===== src/rtl/ring_token_arbiter.sv =====
// ring_token_arbiter
// Per-core local token arbiter between the ring token slot and the core's
// ring clients. Grants the token round-robin to one local requester, lets it
// hold the token while it drives the ring (bounded by MAXHOLD), then passes
// the token downstream as a registered one-cycle pulse.
//
//   state | meaning
//   ------+----------------------------------------------------------
//   IDLE  | no token at this node; waiting for tokenIn
//   HAVE  | token held locally, no grantee (out of reset or deferred pass)
//   HOLD  | token owned by local client `owner`, which may drive the ring
module ring_token_arbiter #(
  parameter int NREQ       = 4,
  parameter int MAXHOLD    = 16,
  parameter bit INIT_TOKEN = 1'b0
) (
  input  logic            clock,
  input  logic            reset,
  input  logic            tokenIn,
  output logic            tokenOut,
  input  logic [NREQ-1:0] want,
  input  logic [NREQ-1:0] drive,
  output logic [NREQ-1:0] acquire,
  output logic [2:0]      owner,
  output logic            holding,
  output logic            protoErr,
  output logic            timeoutErr
);

  localparam int IW = (NREQ > 1) ? $clog2(NREQ) : 1;
  localparam int CW = $clog2(MAXHOLD + 1);

  typedef enum logic [1:0] {
    IDLE = 2'd0,
    HAVE = 2'd1,
    HOLD = 2'd2
  } state_t;

  localparam state_t RESET_STATE = INIT_TOKEN ? HAVE : IDLE;

  state_t          state, stateNext;
  logic [IW-1:0]   ownerIdx, ownerNext;
  logic [CW-1:0]   holdCnt, holdCntNext;
  logic            tokenOutNext;
  logic            holdingNext;
  logic            protoErrNext;
  logic            timeoutErrNext;
  logic            avail;
  logic            winValid;
  logic [IW-1:0]   winIdx;
  logic [IW-1:0]   candIdx;

  assign owner = 3'(ownerIdx);

  // Round-robin pick: first requester scanning upward from owner+1, wrapping.
  always_comb begin
    winValid = 1'b0;
    winIdx   = '0;
    candIdx  = '0;
    for (int i = 1; i <= NREQ; i++) begin
      candIdx = IW'((int'(ownerIdx) + i) % NREQ);
      if (!winValid && want[candIdx]) begin
        winValid = 1'b1;
        winIdx   = candIdx;
      end
    end
  end

  // Next-state, grant and release decisions.
  always_comb begin
    stateNext      = state;
    ownerNext      = ownerIdx;
    holdCntNext    = holdCnt;
    tokenOutNext   = 1'b0;
    holdingNext    = holding;
    protoErrNext   = protoErr;
    timeoutErrNext = timeoutErr;
    acquire        = '0;

    avail = ((state == IDLE) && tokenIn) || (state == HAVE);

    // A second token arriving while we already hold one is dropped.
    if (tokenIn && (state != IDLE)) begin
      protoErrNext = 1'b1;
    end

    if (avail) begin
      if (winValid) begin
        acquire[winIdx] = ~reset;
        ownerNext       = winIdx;
        holdingNext     = 1'b1;
        holdCntNext     = '0;
        stateNext       = HOLD;
      end else if (tokenOut) begin
        // Token pulsed out last cycle; keep this one a cycle so the
        // downstream never sees two back-to-back pulses.
        stateNext = HAVE;
      end else begin
        tokenOutNext = 1'b1;
        stateNext    = IDLE;
      end
    end else if (state == HOLD) begin
      if (holdCnt != CW'(MAXHOLD)) begin
        holdCntNext = holdCnt + CW'(1);
      end
      if (!drive[ownerIdx]) begin
        tokenOutNext = 1'b1;
        holdingNext  = 1'b0;
        stateNext    = IDLE;
      end else if (holdCnt == CW'(MAXHOLD - 1)) begin
        timeoutErrNext = 1'b1;
        tokenOutNext   = 1'b1;
        holdingNext    = 1'b0;
        stateNext      = IDLE;
      end
    end
  end

  // State and output registers; reset re-creates the token only on the master.
  always_ff @(posedge clock or posedge reset) begin
    if (reset) begin
      state      <= RESET_STATE;
      ownerIdx   <= IW'(NREQ - 1);
      holdCnt    <= '0;
      tokenOut   <= 1'b0;
      holding    <= 1'b0;
      protoErr   <= 1'b0;
      timeoutErr <= 1'b0;
    end else begin
      state      <= stateNext;
      ownerIdx   <= ownerNext;
      holdCnt    <= holdCntNext;
      tokenOut   <= tokenOutNext;
      holding    <= holdingNext;
      protoErr   <= protoErrNext;
      timeoutErr <= timeoutErrNext;
    end
  end

  // Ring invariants: single grant, no grant while held, no back-to-back pass.
  aOneGrant: assert property (@(posedge clock) disable iff (reset) $onehot0(acquire));
  aNoGrantHeld: assert property (@(posedge clock) disable iff (reset) holding |-> (acquire == '0));
  aNoDoublePass: assert property (@(posedge clock) disable iff (reset) tokenOut |=> !tokenOut);

endmodule

===== config.mk =====
export PLATFORM = sky130hd
export DESIGN_NAME = ring_token_arbiter
export DESIGN_NICKNAME = d
export VERILOG_FILES = /design/src/rtl/ring_token_arbiter.sv
export SDC_FILE = /design/constraint.sdc
export NUM_CORES = 1
export LEC_CHECK = 0
export ABC_CLOCK_PERIOD_IN_PS = 1700
export BUFFER_PORTS_ARGS = -buffer_cell sky130_fd_sc_hd__buf_2
export CAP_MARGIN = 0
export CELL_PAD_IN_SITES_DETAIL_PLACEMENT = 2
export CELL_PAD_IN_SITES_GLOBAL_PLACEMENT = 2
export CORE_ASPECT_RATIO = 0.5
export CORE_MARGIN = 5
export CORE_UTILIZATION = 27
export CTS_CLUSTER_SIZE = 8
export DETAILED_ROUTE_END_ITERATION = 12
export PLACE_DENSITY_LB_ADDON = 0.15
export SETUP_SLACK_MARGIN = 0.05
export SYNTH_ARGS = -nofsm -noshare
export SYNTH_HDL_FRONTEND = slang
export SYNTH_SLANG_ARGS = --single-unit

===== constraint.sdc =====
create_clock -name clock -period 1.7 [get_ports clock]
set_input_delay 0.17 -clock clock [delete_from_list [all_inputs] [get_ports clock]]
set_output_delay 0.17 -clock clock [all_outputs]
set_load 0.05 [all_outputs]

## Word-level counts from Yosys, hierarchy flattened

Index checks and enable logic that the tools add are counted.

| storage, ports and cells | value |
|---|---|
| flip-flop bits (word level) | 13 |
| bits of input ports | 11 |
| output and inout port bits | 11 |
| logic and storage cells | 90 |

| cells by class | value |
|---|---|
| $add $sub $neg | 5 |
| order comparisons | 7 |
| eq/ne operators | 6 |
| mux-type cells | 43 |
| bitwise operators | 3 |
| reduce and logical (&&, ||, !) cells | 19 |

Operators with widths:

| kind | count |
|---|---|
| 1-bit 2-to-1 mux | 22 |
| 5-bit 2-to-1 mux | 4 |
| 2-bit by 3-bit less-than comparator with 1-bit output, second input constant | 6 |
| 2-bit 2-to-1 mux | 9 |
| 1-bit binary-select mux with 2-bit select | 5 |
| 4-bit 2-to-1 mux | 2 |
| 1-bit logical AND | 6 |
| 3-bit AND reduction | 2 |
| 2-bit nonzero test | 3 |
| 5-bit by 1-bit adder with 5-bit output, second input constant | 1 |
| 5-bit by 4-bit equality test with 1-bit output, second input constant | 1 |
| 5-bit inequality test, second input constant | 1 |
| 2-bit by 1-bit adder with 2-bit output, second input constant | 2 |
| 2-bit adder, second input constant | 2 |
| 4-bit bitwise AND | 1 |
| 2-bit AND reduction | 2 |
| 4-bit AND reduction | 1 |
| 1-bit logical NOT | 3 |
| 3-bit by 2-bit inequality test with 1-bit output, second input constant | 1 |
| 1-bit demux with 2-bit select | 1 |
| 2-bit by 1-bit equality test with 1-bit output, second input constant | 1 |
| 2-bit equality test, second input constant | 1 |
| 2-bit by 1-bit greater-or-equal comparator with 1-bit output, second input constant | 1 |
| 2-bit logical NOT | 1 |
| 3 further kinds | 4 |

## Longest topological paths before layout

Gate-level depths: netlist (run 1).

| logic depth | value |
|---|---|
| depth after elaboration | 20 |
| depth in mapped cells | 6 |
| mapped depth without buffers | 6 |

## Least setup slack after synthesis (run 1)

Ideal clock, no wire load.

| timing | value |
|---|---|
| kind | flip-flop to output port |
| from | reg ownerIdx[0] |
| to | out acquire[0] |
| arrival time | 2308 ps |
| data required time | 1530 ps |
| path slack | -778 ps |
| cell stages (with the launch flop) | 6 |
| buffers on the path | 1 |
| cell sequence | dfstp_2 > buf_4 > nand2b_1 > a311oi_1 > or4_4 > nor2_1 |

| on the way | value |
|---|---|
| cells in the longest elaborated chain, start to end | 20 |

RTL lines:

| element | line | source |
|---|---|---|
| start: declaration | 42 | `logic [IW-1:0] ownerIdx, ownerNext;` |
| start signal: assignment | 123 | `ownerIdx <= IW'(NREQ - 1);` |
| start signal: assignment | 131 | `ownerIdx <= ownerNext;` |
| 2-bit by 1-bit adder with 2-bit output | 61 | `candIdx = IW'((int'(ownerIdx) + i) % NREQ);` |
| 1-bit binary-select mux with 2-bit select | 62 | `if (!winValid && want[candIdx]) begin` |
| 1-bit 2-to-1 mux (not written as such) | 62 |  |
| 1-bit 2-to-1 mux | 62 |  |
| 1-bit logical NOT | 62 |  |
| 1-bit logical AND | 62 |  |
| 1-bit 2-to-1 mux | 62 |  |
| 1-bit logical NOT | 62 |  |
| [... 4 more ...] | -- |  |
| 2-bit 2-to-1 mux | 62 |  |
| 2-bit by 3-bit less-than comparator with 1-bit output (not written as such) / 2-bit by 1-bit greater-or-equal comparator with 1-bit output (equally long branches) | 89 | `acquire[winIdx] = ~reset;` |
| 1-bit logical AND (not written as such) | 89 |  |
| 1-bit 2-to-1 mux (not written as such) | 89 |  |
| 1-bit demux with 2-bit select | 89 |  |
| 4-bit bitwise AND (no source line) | -- |  |
| 4-bit 2-to-1 mux (*) | 88 | `if (winValid) begin` |
| 4-bit 2-to-1 mux (*) | 87 | `if (avail) begin` |
| end: declaration | 23 | `output logic [NREQ-1:0] acquire,` |

Mark *: on every way between the ends. The rest lies on a longest branch, timed or not. The select of a mux whose other input is x is not followed.

## Final worst setup path (run 1)

| timing | value |
|---|---|
| from | reg ownerIdx[0] |
| to | out acquire[1] |

The elaborated chain is that of the path after synthesis.

==> results.yml, run 1 <==
outcome:
  status: "complete, but fails checks"
  violations: "setup timing"
power_and_ir_drop:
  pwr-share-comb_pct: 63.9
  ir_drop_v: 0.000564
  power.leakage_nw: 0.625
  power.clock.fraction_pct: 12.0
  seq_power_share_pct: 24.1
  powerDensity_nw_per_um2: 1760
  net-switching-power_mw: 1.05
  p_int_mw: 1.32
  power_switching_share_pct: 44.2
cells_and_area:
  final_cells: 163
  final_cell_area_um2: 1340
  num_antenna_cells: 0
  fillers: 284
  layout-area-overhead-vs-synth_pct: 69.6
  final_nets: 141
  drive_above_1_share_pct: 57.9
yosys:
  ys.flop_type: "dfrtp_1"
  synthMuxAreaShare_pct: 6.65
  synth_top_area_share_pct: 34.8
  ys_warn_count: 0
  syn-num-nets: 96
  yosys.area.top_type: "dfrtp_1"
  synth.area.top_cells: "dfrtp_1 35%, dfstp_2 6.6%, ha_1 4.7%, mux2i_1 3.8%, inv_1 3.8%"
  synth-adder-area-share_pct: 4.75
  synth-seq-cells: 13
  synth_edf_count: 0
  syn_area_um2: 791
  synth_compound_area_share_pct: 16.5
  synth_cells: 82
  yosys.area_share.simple_pct: 22.9
  yosysSeqAreaShare_pct: 41.5
  synth_top_family_by_area: "simple AND/OR/NAND/NOR gates"
  async_flop_share_pct: 100
  avgSynthCellArea_um2: 9.64
  synth-xor-area-share_pct: 1.11
  ys_types: 39
detailed_routing:
  first_iter_violations: 25
  ant_nets: 0
  drt-total-wl_um: 2810
  wire_per_inst_um: 17.2
  via_per_inst: 4.91
  route.detailed.drc: 0
  vias: 801
  dr.pass1.iters: 3
critical_path:
  crit_path_end_kind: "output port"
  crit_arrival_ns: 1.90
  required_ns: 1.53
  critical_path_class: "reg2out"
  cp-start-kind: "register"
  cp_max_fo: 3
timing:
  fin_worst_skew_ns: 0.00258
  fmax_ghz: 0.483
  layout_setup_ws_ns: -0.371
  slew_viol_final: 0
  hold_violations: 0
  finalHoldWorstSlack_ns: 0.226
  tns_ns: -1.28
  rsz0062_at_grt: "yes"
  setup_viol: 4
  fin_crit_ns: 2.07
  post-route-period-util_pct: 122
die:
  core_um2: 2700
  start_util_pct: 29.3
  die_w_um: 86.5
  die_y_um: 48.3
  pin_count: 22
  die_area_um2: 4180
  placementRows: 13
clocking:
  h-tree-depth: 1
  clockRootBuffer: "clkbuf_8"
  cts_sinks: 13
  cts.path.max_buffers: 2
  clk_pin_slew_worst_paths_ns: 0.06
  clk_latency_ns: 0.25
  cts_buffers: 3
  cts_tree: "yes"
placed_design:
  placed_cell_area_um2: 1070
  finalWeightedCongestion: 0.801
  dp.cells: 153
  placement.io_buffers: 20
  pre_cts_ws_ns: -0.234
global_route:
  antenna_found_initial: 0
  grt_overflow: 0
  grt_pass1_vias: 936
  grt_pass1_wl_um: 4630
  grt.total_usage_pct: 15.4
  grt_max_degree: 14
min_path:
  hp-class: "in2reg"
job:
  maxCapViolCount: 0
placed cells by master (no fill, tap or decap), drive strengths merged, types with 3 or more instances in the layout:
cell,count
nor2,10
inv,9
o21ai,5
dfrtp,11
clkbuf,5
ha,3
mux2i,3
nand2b,4
buf,40
nand2,3
nor2b,3
worst max-delay path, cell delays in order, from the launching register on:
cell and delay (ns):
dfstp_2 0.55, nand2b_4 0.14, a311oi_4 0.10, or4_4 0.57
nor2b_4 0.13, buf_6 0.16
synth_stat cells (2+ instances only):
master and count:
nand2b_1 4, dfrtp_1 11, dfstp_2 2, buf_4 2, a22o_1 2, and3_1 2, mux2i_1 3, nand2_1 3
nor2_1 8, inv_1 8, o21ai_0 3, ha_1 3, nor2b_1 2, o21ai_1 2, nor2_2 2, a21oi_1 2
routing by layer:
layer / GRT usage [%] / share of wire [%] / vias up
li1: - / - / 374
met5: 0 / 0 / -
met3: 4.05 / 4.6 / 10
met1: 16.1 / 41 / 398
met2: 30.5 / 53 / 19
met4: 7.14 / 2.0 / 0
final timing paths:
check	from	endpoint	slack (ns)	cells past startpoint
min	tokenIn	protoErr$_DFFE_PP0P_	0.23	3
max reg2reg	holdCnt[0]$_DFFE_PP0P_	tokenOut$_DFF_PP0_	0.05	6
max in group asynchronous	reset	ownerIdx[0]$_DFFE_PP1P_	0.90	4
min reg2reg	protoErr$_DFFE_PP0P_	protoErr$_DFFE_PP0P_	0.47	1
min in group asynchronous	reset	tokenOut$_DFF_PP0_	0.56	4
max	ownerIdx[0]$_DFFE_PP1P_	acquire[1]	-0.37	5
power groups by stage:
stage	Sequential, mW	Combinational, mW	Clock, mW
floorplan	0.749	0.560	0
global placement	0.542	1.10	0
detailed placement	0.555	1.17	0
CTS	0.559	1.47	0.301
global route	0.586	1.63	0.309
finish	0.571	1.51	0.284
metrics by stage:
stage               util (%)  total power [mW]
global route            49.7              2.52
CTS                     48.9              2.33
detailed placement      39.6              1.72
finish                  49.7              2.37
floorplan                  -              1.31
global placement        39.6              1.65
registers in the layout (all words and copies together) (netlist names):
signal and cells:
holdCnt 5, holding 1, ownerIdx 2, protoErr 1
state 2, timeoutErr 1, tokenOut 1
final cells by class:
type	instances	area, um2	share of cell area (%)
clock buffer	4	45.0	3.36
inverter	9	33.8	2.52
multi-input combinational	58	574	42.8
sequential	13	328	24.4
tap	37	46.3	3.45
timing repair buffer	42	314	23.4
kinds of logic after synthesis:
family,Yosys count
flip-flops,13
multiplexers,5
XOR/XNOR,1
AND/OR/NAND/NOR,30
other,1
AO/OA/AOI/OAI,18
buffers and inverters,11
adder cells (fa/ha/maj),3
what timing repair did:
item / in CTS / in global routing
pin swaps: 8 / 7
hold buffers: 1 / 0
setup endpoints to repair: 7 / 11
setup buffers: 7 / 0
resized for setup: 29 / 8
hold endpoints to repair: 11 / 0
Note: power is estimated with default switching activity, not from simulation.
==> inputs of run 2 (changes only) <==
SKIP_CTS_REPAIR_TIMING = 1   (was not set)
==> results.yml, run 2 (synthesized netlist as in run 1, its figures left out) <==
global_route:
  grt.total_usage_pct: 13.6
  grt_pass1_wl_um: 4170
  antenna_found_initial: 0
  grt_overflow: 0
  grt_max_degree: 14
  grt_pass1_vias: 877
detailed_routing:
  drt-total-wl_um: 2610
  first_iter_violations: 18
  via_per_inst: 4.94
  route.detailed.drc: 0
  ant_nets: 0
  vias: 790
  dr.pass1.iters: 3
  wire_per_inst_um: 16.3
timing:
  layout_setup_ws_ns: -0.413
  hold_violations: 11
  slew_viol_final: 0
  fin_worst_skew_ns: 0.00391
  finalHoldWorstSlack_ns: -0.0220
  setup_viol: 4
  post-route-period-util_pct: 124
  fin_crit_ns: 2.11
  rsz0062_at_grt: "yes"
  fmax_ghz: 0.473
cells_and_area:
  num_antenna_cells: 0
  mostFrequentLayoutCell: "buf_4"
  fillers: 291
  final_nets: 138
  drive_above_1_share_pct: 56.9
  final_cell_mix: "18 x buf_4, 16 x buf_2, 11 x dfrtp_1"
  layout-area-overhead-vs-synth_pct: 64.4
  largestRegisters: "holdCnt (5), ownerIdx (2), state (2)"
  largest_reg_flops: 5
  top_register: "holdCnt"
  fin_util_pct: 48.1
critical_path:
  critical_path_class: "reg2out"
  required_ns: 1.53
  cp_max_fo: 3
  crit_path_end_kind: "output port"
  crit_arrival_ns: 1.94
  cp-start-kind: "register"
clocking:
  clockRootBuffer: "clkbuf_8"
  clk_pin_slew_worst_paths_ns: 0.06
  h-tree-depth: 1
  cts_buffers: 3
  cts_sinks: 13
  cts.path.max_buffers: 2
  cts_tree: "yes"
  clk_latency_ns: 0.25
job:
  maxCapViolCount: 0
die:
  die_area_um2: 4180
  start_util_pct: 29.3
  placementRows: 13
  die_w_um: 86.5
  die_y_um: 48.3
  core_um2: 2700
  pin_count: 22
outcome:
  violations: "hold timing, setup timing"
  status: "complete, but fails checks"
placed_design:
  finalWeightedCongestion: 0.801
  placement.io_buffers: 20
min_path:
  hp-class: "in2async"
power_and_ir_drop:
  power.leakage_nw: 0.605
  power_mw: 2.28
  powerDensity_nw_per_um2: 1760
  ir_drop_v: 0.000621
-- run 2: cell types whose count changed in the layout (fill, tap and decap cells not counted), sizes merged --
| cell | delta |
|---|---|
| dlygate4sd3 | -1 |
| buf | -1 |
| clkbuf | -1 |
-- run 2: final timing paths --
check / from / to / slack, ns / depth (start not counted)
worst max-delay path: ownerIdx[0]$_DFFE_PP1P_ / acquire[0] / -0.41 / 5
worst min-delay path: reset / tokenOut$_DFF_PP0_ / -0.02 / 3
worst max register to register: holdCnt[0]$_DFFE_PP0P_ / tokenOut$_DFF_PP0_ / 0.07 / 6
worst min register to register: protoErr$_DFFE_PP0P_ / protoErr$_DFFE_PP0P_ / 0.47 / 1
max in group asynchronous: reset / ownerIdx[0]$_DFFE_PP1P_ / 1.49 / 3
min in group clock: tokenIn / protoErr$_DFFE_PP0P_ / 0.22 / 3
-- run 2: power by group --
part	internal (mW)	switching, mW
sequential	0.454	0.111
clock	0.166	0.120
combinational	0.646	0.787
total	1.27	1.02
-- run 2: metal layers --
layer,vias to the layer above,global-route usage (%),wire length [um]
li1,372,-,-
met1,394,13.4,1060
met2,16,27.4,1400
met3,8,4.22,110
met4,0,6.83,31
met5,-,0,0
-- run 2: area by class of cell --
cell class	count	area (um2)	area share [%]
tap	37	46.3	3.56
timing repair buffer	39	279	21.5
clock buffer	4	45.0	3.46
multi-input combinational	58	568	43.7
sequential	13	328	25.2
inverter	9	33.8	2.60
-- run 2: worst max-delay path, cell delays in order, from the launching register on --
cell and delay [ns]:
dfstp_2 0.55, nand2b_4 0.14, a311oi_4 0.12, or4_4 0.60, nor2_4 0.13, buf_6 0.16
-- run 2: stage by stage --
step	hold slack (ns)	TNS [ns]	setup WS, ns	area, um2	std cells
finish	-0.0220	-1.30	-0.413	1300	160
global route	0.00464	-1.56	-0.465	1300	160
CTS	-0.0448	-2.19	-0.514	1110	157
detailed placement	0.227	-1.02	-0.234	1070	153
global placement	0.213	-0.642	-0.176	1070	153
floorplan	0.0535	-1.37	-0.425	822	82
==> inputs of run 3 (changes only) <==
PLACE_DENSITY = 0.7   (was not set)
PLACE_DENSITY_LB_ADDON = not set   (was 0.15)
==> results.yml, run 3 (synthesized netlist as in run 1, its figures left out) <==
outcome:
  status: "complete, but fails checks"
  violations: "hold timing, setup timing"
cells_and_area:
  largest_reg_flops: 5
  layout-area-overhead-vs-synth_pct: 56.5
  fillers: 282
  final_cell_mix: "16 x buf_2, 16 x buf_4, 11 x dfrtp_1"
  largestRegisters: "holdCnt (5), ownerIdx (2), state (2)"
  final_nets: 135
  fin_util_pct: 45.8
  num_antenna_cells: 0
  drive_above_1_share_pct: 53.3
  top_register: "holdCnt"
detailed_routing:
  wire_per_inst_um: 17.3
  vias: 769
  dr.pass1.iters: 4
  via_per_inst: 4.90
  ant_nets: 0
  first_iter_violations: 50
  drt-total-wl_um: 2720
  route.detailed.drc: 0
clocking:
  cts_sinks: 13
  cts_tree: "yes"
  cts_buffers: 3
  clk_latency_ns: 0.25
  clk_pin_slew_worst_paths_ns: 0.06
  cts.path.max_buffers: 2
  h-tree-depth: 1
  clockRootBuffer: "clkbuf_8"
die:
  placementRows: 13
  core_um2: 2700
  die_w_um: 86.5
  pin_count: 22
  die_area_um2: 4180
  die_y_um: 48.3
  start_util_pct: 29.3
critical_path:
  crit_path_end_kind: "output port"
  reg2reg_from: "holdCnt[1]$_DFFE_PP0P_"
  reg2reg_slack_ns: 0.04
  cp_max_fo: 4
  cp-startpoint: "ownerIdx[0]$_DFFE_PP1P_"
  rr_worst_depth: 6
  critical_path_class: "reg2out"
  r2r-end: "tokenOut$_DFF_PP0_"
  required_ns: 1.53
  crit_arrival_ns: 1.95
  cp-start-kind: "register"
timing:
  slew_viol_final: 0
  post-route-period-util_pct: 125
  finalHoldWorstSlack_ns: -0.0368
  hold_violations: 11
  fmax_ghz: 0.472
  fin_worst_skew_ns: 0.00461
  tns_ns: -1.32
  layout_setup_ws_ns: -0.418
  fin_crit_ns: 2.12
  setup_viol: 4
  rsz0062_at_grt: "yes"
power_and_ir_drop:
  power.leakage_nw: 0.587
  ir_drop_v: 0.000705
  powerDensity_nw_per_um2: 1770
global_route:
  antenna_found_initial: 0
  grt_pass1_vias: 895
  grt_overflow: 0
  grt.total_usage_pct: 13.9
  grt_pass1_wl_um: 4360
  grt_max_degree: 14
min_path:
  hp-class: "in2async"
placed_design:
  finalWeightedCongestion: 0.750
  placement.io_buffers: 20
  dp_hpwl_um: 1990
job:
  maxCapViolCount: 0
==> run 3: layout make-up <==
type / count / area (um2) / share of cell area (%)
inverters: 9 / 33.8 / 2.73
well taps: 37 / 46.3 / 3.74
clock buffers: 4 / 45.0 / 3.64
repair buffers: 36 / 256 / 20.7
flip-flops and latches: 13 / 328 / 26.5
multi-input cells: 58 / 528 / 42.7
==> run 3: critical path: stages, from the launching register on <==
cell      delay, ns
dfstp_2        0.56
nand2b_4       0.15
a311oi_4       0.11
or4_4          0.59
nor2b_4        0.14
buf_8          0.15
==> run 3: power by group <==
group / switching (mW) / internal (mW)
Clock: 0.120 / 0.166
Sequential: 0.105 / 0.455
Combinational: 0.764 / 0.584
Total: 0.988 / 1.20
==> run 3: metal layers <==
layer,track usage (%),part of all wire (%),up-vias
met1,15.1,41,392
met4,3.73,0.51,0
met5,0,0,-
li1,-,-,364
met2,28.6,55,11
met3,3.20,2.9,2
==> run 3: how the worst max path moves through the flow <==
stage,end,cells after the start
final,acquire[1],5
after global routing,acquire[0],5
after CTS,acquire[1],5
after detailed placement,acquire[1],5
after global placement,acquire[1],5
after floorplan,acquire[1],5
==> run 3: through the flow <==
stage	cell area (um2)	total power [mW]	hold slack, ns	setup WS [ns]	cells
after CTS	1100	2.02	-0.0405	-0.532	155
after global placement	1050	1.62	0.208	-0.193	151
after detailed placement	1050	1.70	0.221	-0.257	151
final	1240	2.19	-0.0368	-0.418	157
after global routing	1240	2.35	0.00151	-0.485	157
after floorplan	822	1.31	0.0535	-0.425	82
